[config.mk]
export PLATFORM = sky130hd
export DESIGN_NAME = param_pipe_adder
export DESIGN_NICKNAME = d
export VERILOG_FILES = /design/src/rtl/param_adder_pkg.sv /design/src/rtl/pipe_add_stage.sv /design/src/rtl/param_pipe_adder.sv
export SDC_FILE = /design/constraint.sdc
export NUM_CORES = 1
export LEC_CHECK = 0
export CAP_MARGIN = 25
export CORE_MARGIN = 5
export CORE_UTILIZATION = 45
export DETAILED_ROUTE_END_ITERATION = 12
export PLACE_DENSITY = 0.8
export SLEW_MARGIN = 20
export SYNTH_ARGS = -nofsm -noshare
export SYNTH_HDL_FRONTEND = slang
export SYNTH_SLANG_ARGS = --single-unit
[constraint.sdc]
create_clock -name clk -period 3.49 [get_ports clk]
set_clock_uncertainty 0.1 [all_clocks]
set_input_delay 0.698 -clock clk [delete_from_list [all_inputs] [get_ports clk]]
set_output_delay 0.698 -clock clk [all_outputs]
set_load 0.005 [all_outputs]
[src/rtl/param_adder_pkg.sv]
// rtl/param_adder_pkg.sv - shared sizing helpers for the pipelined adder
package param_adder_pkg;

  function automatic int chunk_width(input int width, input int stages);
    return width / ((stages < 1) ? 1 : stages);
  endfunction

  function automatic bit params_ok(input int width, input int stages);
    return (width >= 1) && (stages >= 1) && (stages <= width) && ((width % stages) == 0);
  endfunction

endpackage

[src/rtl/pipe_add_stage.sv]
// rtl/pipe_add_stage.sv - one chunk add plus its pipeline register
module pipe_add_stage #(
  parameter int WIDTH = 8,
  parameter int CW    = 4,
  parameter int REM   = 4
) (
  input  logic             clk,
  input  logic             rst,
  input  logic             rdy,
  input  logic             up_valid,
  input  logic [WIDTH-1:0] a_in,
  input  logic [WIDTH-1:0] b_in,
  input  logic [WIDTH-1:0] sum_in,
  input  logic             c_in,
  output logic             v_out,
  output logic [WIDTH-1:0] a_out,
  output logic [WIDTH-1:0] b_out,
  output logic [WIDTH-1:0] sum_out,
  output logic             c_out
);

  localparam int OFF = WIDTH - REM - CW;
  // Only the REM unconsumed upper operand bits survive; the rest are tied to zero.
  localparam logic [WIDTH-1:0] HI_MASK = ~({WIDTH{1'b1}} >> REM);

  logic             v_q, v_d;
  logic [WIDTH-1:0] a_q, a_d;
  logic [WIDTH-1:0] b_q, b_d;
  logic [WIDTH-1:0] sum_q, sum_d;
  logic             c_q, c_d;
  logic [CW:0]      chunk;

  always_comb begin
    chunk = {1'b0, a_in[OFF +: CW]} + {1'b0, b_in[OFF +: CW]} + {{CW{1'b0}}, c_in};
    v_d   = v_q;
    a_d   = a_q;
    b_d   = b_q;
    sum_d = sum_q;
    c_d   = c_q;
    if (rdy) begin
      v_d              = up_valid;
      a_d              = a_in & HI_MASK;
      b_d              = b_in & HI_MASK;
      sum_d            = sum_in;
      sum_d[OFF +: CW] = chunk[CW-1:0];
      c_d              = chunk[CW];
    end
  end

  always_ff @(posedge clk) begin
    if (rst) begin
      v_q   <= 1'b0;
      a_q   <= '0;
      b_q   <= '0;
      sum_q <= '0;
      c_q   <= 1'b0;
    end else begin
      v_q   <= v_d;
      a_q   <= a_d;
      b_q   <= b_d;
      sum_q <= sum_d;
      c_q   <= c_d;
    end
  end

  assign v_out   = v_q;
  assign a_out   = a_q;
  assign b_out   = b_q;
  assign sum_out = sum_q;
  assign c_out   = c_q;

endmodule

[src/rtl/param_pipe_adder.sv]
// rtl/param_pipe_adder.sv - pipelined ripple-carry adder with valid/ready on both sides
module param_pipe_adder
  import param_adder_pkg::*;
#(
  parameter int WIDTH  = 8,
  parameter int STAGES = 2
) (
  input  logic             clk,
  input  logic             rst,
  input  logic             in_valid,
  output logic             in_ready,
  input  logic [WIDTH-1:0] a,
  input  logic [WIDTH-1:0] b,
  input  logic             cin,
  output logic             out_valid,
  input  logic             out_ready,
  output logic [WIDTH-1:0] sum,
  output logic             cout
);

  if (!params_ok(WIDTH, STAGES)) begin : g_bad_params
    $error("param_pipe_adder: need 1 <= STAGES <= WIDTH and WIDTH %% STAGES == 0");
  end

  localparam int CW = chunk_width(WIDTH, STAGES);

  logic [STAGES:0] vld;
  logic [STAGES:0] rdy;
  logic [STAGES:0] cry;
  logic [WIDTH-1:0] a_s   [STAGES+1];
  logic [WIDTH-1:0] b_s   [STAGES+1];
  logic [WIDTH-1:0] sum_s [STAGES+1];

  assign vld[0]   = in_valid;
  assign cry[0]   = cin;
  assign a_s[0]   = a;
  assign b_s[0]   = b;
  assign sum_s[0] = '0;

  // Ready ripples back from the output; an empty stage always accepts.
  always_comb begin
    rdy         = '0;
    rdy[STAGES] = out_ready;
    for (int k = STAGES - 1; k >= 0; k--) begin
      rdy[k] = !vld[k+1] || rdy[k+1];
    end
  end

  for (genvar k = 0; k < STAGES; k++) begin : g_stage
    pipe_add_stage #(
      .WIDTH (WIDTH),
      .CW    (CW),
      .REM   (WIDTH - (k + 1) * CW)
    ) u_stage (
      .clk      (clk),
      .rst      (rst),
      .rdy      (rdy[k]),
      .up_valid (vld[k]),
      .a_in     (a_s[k]),
      .b_in     (b_s[k]),
      .sum_in   (sum_s[k]),
      .c_in     (cry[k]),
      .v_out    (vld[k+1]),
      .a_out    (a_s[k+1]),
      .b_out    (b_s[k+1]),
      .sum_out  (sum_s[k+1]),
      .c_out    (cry[k+1])
    );
  end

  logic unused_tail;
  assign unused_tail = ^{a_s[STAGES], b_s[STAGES]};

  assign in_ready  = rdy[0];
  assign out_valid = vld[STAGES];
  assign sum       = sum_s[STAGES];
  assign cout      = cry[STAGES];

endmodule

==> impl_summary.md <==
Cells and area
The library cells used most frequently in the layout, excluding fill and tap cells, are 32 x sky130_fd_sc_hd__nand2_1, 31 x sky130_fd_sc_hd__clkdlybuf4s50_1, 24 x sky130_fd_sc_hd__dfxtp_1. Compared with the post-synthesis result, the final layout area differs by 30.3%. The most frequent standard cell in the layout excluding fill and tap cells is sky130_fd_sc_hd__nand2_1. Fill cells in the final layout number 229. Of the cells placed in the final design, the portion with a size suffix greater than 1 is 0.0552. The number of standard cells in the final layout excluding fillers is 193.

The number of antenna diodes in the final layout is 0. The finished cells cover 0.00150 mm^2. The number of nets in the layout is 195.

Clock tree
The worst-case clock buffer depth is 2. The tree is rooted in a sky130_fd_sc_hd__clkbuf_4. The count of instances resized after the clock tree is built is 0.

Buffers added to address setup during post-CTS repair amount to 0. CTS saw 24 sinks. TritonCTS built the clock tree. The level count of the clock H-tree is 1. Clock tree synthesis inserted a total of 3 buffers. The insertion delay to the later sink of the worst-skew pair is 310 ps. After clock tree synthesis, the flow added hold-fix buffers numbering 0. After clock tree synthesis, the clock-pin slew on the worst setup and hold paths is 120 ps.

Place
The HPWL after detailed placement is 1990 um. The count of port buffers added during placement is 31. The post-detailed-placement cell area is 0.00147 mm^2. The worst setup timing slack at the placement stage is 559 ps.

At the end of routability-driven placement, the weighted congestion stood at 0.744. The number of cells in the design after placement is 189.

Detailed routing
In the routed layout, each cell is associated on average with a via count of 5.19. The number of optimization iterations in the first detailed-route pass is 4. The detailed router's first-iteration violation count is 23. After detailed routing, the average wire length per cell comes to 13.3 um. In the routed design, unresolved DRC markers number 0. The routed wire length on met2 is 1320 um. After detailed routing, the total wire length is 2570 um.

The post-detailed-route count of antenna-violating nets is 0. The final route contains 1,001 vias. For this block, wires on met1 add up to 1040 um.

Routed signal wires occupy layers up through met4. The routed wire length on met3 is 159 um.

Timing
The setup-violating endpoint count in the final report is 0. Based on the critical path, the design can be clocked at up to 342 MHz. The worst path meets setup with 564 ps of slack. After routing, the total negative slack on setup checks comes to 0 ps. The number of max-slew violations in the final report is 0. The relative max-transition margin is 0.491. For the finished layout, the period the worst path requires is 2930 ps.

Of the available clock period, the critical path in the final layout requires 0.838. The worst-margin pin slew is 762 ps. The hold violation total from the final report came to 0. Setup repair after global routing left no endpoint under its margin.

Die
The die is 60.6 um wide. For this configuration, the core starts out at a cell density of 0.470. Measured along the y axis, the die boundary spans 60.6 um. The area of the core is 0.00245 mm^2. The total die area is 0.00368 mm^2.

Pin placement for this block handled 32 I/O pins. After floorplanning, the core was divided into 18 placement rows.

Synthesis
Counting flops and latches in the post-synthesis netlist gives 24. For this run, the number of Yosys warnings is 0. The total nets after synthesis is 165.

The synthesized netlist contains 24 unique library cells. Synthesis produced a netlist whose cell count is 134. In this run the cell area of the synthesized design comes to 0.00115 mm^2. For this run, the register share of the synthesized area comes to 0.416.

In this run the mean area of a mapped cell was 8.61 um^2.

Critical path
The slowest stage of the critical path is the sky130_fd_sc_hd__clkdlybuf4s50_1 cell. The worst endpoint required time is 2690 ps. Traced cell by cell, the critical path runs through clkdlybuf4s50_1 > and3b_1 > inv_2 > clkdlybuf4s50_1. In this design, the stage delay of the slowest critical-path cell is 550 ps.

The worst setup path is captured at an output port. The most numerous cell type found on the critical path is sky130_fd_sc_hd__clkdlybuf4s50_1. The startpoint type of the worst setup path is an input port. The count of buffer and inverter cells on the critical path is 3.

Broken down by cell family, the worst path's largest delay share belongs to buffers and inverters. The arrival time of the worst setup path is 2130 ps. Along the worst path, the maximum fanout reaches 14. The worst setup path is of the in -> out kind.

Pwr
The worst ir drop on vdd is 0.220 mV. The portion of total power attributed to the clock network is 0.252. The power share of the sequential group is 0.543. The switching fraction of total power is 0.246. The sum of internal, switching and leakage power is 0.570 mW. The standby leakage power is 0.627 nW.

The internal power is 0.429 mW. The cell area power density is 379 mW/mm^2. In this run the power spent charging and discharging nets is 0.140 mW. Of the total power, combinational logic draws 0.204.

Global route
In the global route stage, overall resource usage came out at 0.158. The number of antenna violations at the first check in global routing is 0. Entering global routing, the biggest net connects 19 pins. The number of global-route vias before repair is 1,054.

Global routing finished with a remaining overflow of 0. The first global-routing pass estimated 4370 um of wire.

Min path
In this run the worst hold path is classified as reg -> reg.

Outcome
The flow ran to the end, and the final reports show no timing, DRC or antenna violations.

Job
The tool flagged a number of max-cap violations equal to 0.
==> worst register-to-register path, delay by kind of cell, from the launching register on <==
| kind | cells | cell delay [ps] |
|---|---|---|
| flip-flops | 1 | 350 |
| adder cells (fa/ha/maj) | 1 | 440 |
| AO/OA/AOI/OAI | 3 | 700 |
==> cell families after synthesis <==
logic type | count (synthesis) | share of synthesized area
fa+ha+maj | 10 | 0.134
flops | 24 | 0.416
simple gates | 53 | 0.201
xor+xnor | 2 | 0.0152
buf+inv | 15 | 0.0662
compound gates | 30 | 0.167
==> layout make-up <==
cell class | instances | area, um^2 | area share
Clock buffer | 4 | 36.3 | 0.0241
Tap cell | 30 | 37.5 | 0.0250
Sequential cell | 24 | 480 | 0.320
Multi-Input combinational cell | 95 | 597 | 0.397
Inverter | 7 | 26.3 | 0.0175
Timing Repair Buffer | 33 | 325 | 0.216
==> flip-flops by register name, summed over array words and instances (netlist names) <==
| register | cells |
|---|---|
| g_stage.u_stage.a_out | 4 |
| g_stage.u_stage.b_out | 4 |
| g_stage.u_stage.c_out | 2 |
| g_stage.u_stage.sum_out | 12 |
| g_stage.u_stage.v_out | 2 |
==> worst paths after layout <==
kind              cells past startpoint                           from  slack [ps]                             to
setup / recovery                      4                      out_ready         560                       in_ready
hold / removal                        2  g_stage[1].u_stage.sum_out[1]         360  g_stage[1].u_stage.sum_out[1]
setup reg to reg                      4    g_stage[0].u_stage.a_out[4]        1830  g_stage[1].u_stage.sum_out[7]
hold reg to reg                       2  g_stage[1].u_stage.sum_out[1]         360  g_stage[1].u_stage.sum_out[1]
==> synthesized netlist by cell type (all sizes together) <==
master / n / share of area
nand2: 32 / 0.10
dfxtp: 24 / 0.42
a21oi: 18 / 0.078
nor2: 10 / 0.033
inv: 7 / 0.023
buf: 6 / 0.037
ha: 6 / 0.065
a211oi: 4 / 0.030
fa: 4 / 0.069
nand2b: 3 / 0.016
nor2b: 3 / 0.016
a2111o: 2 / 0.020
a21o: 2 / 0.013
clkbuf: 2 / 0.0065
nand3b: 2 / 0.013
o211ai: 2 / 0.017
o21ai: 2 / 0.0087
or3: 2 / 0.011
xnor2: 2 / 0.015
and3b: 1 / 0.0076
==> power groups by stage <==
stage	Combinational (mW)	Clock, mW	Sequential, mW
after floorplan	0.0607	0	0.314
after global placement	0.113	0	0.314
after detailed placement	0.118	0	0.316
after CTS	0.119	0.147	0.310
after global routing	0.132	0.156	0.312
final	0.116	0.144	0.310
==> per-layer routing <==
layer,vias to the layer above,GRT usage
met5,-,0
met4,0,0.0650
met3,5,0.0213
met2,30,0.296
met1,470,0.177
li1,496,-
==> per-stage QoR <==
step,hold WS (ps),utilization
final,361,0.612
after global routing,376,0.612
after floorplan,332,-
after CTS,361,0.612
after detailed placement,345,0.597
after global placement,339,0.597
(Power assumes the default switching activity.)
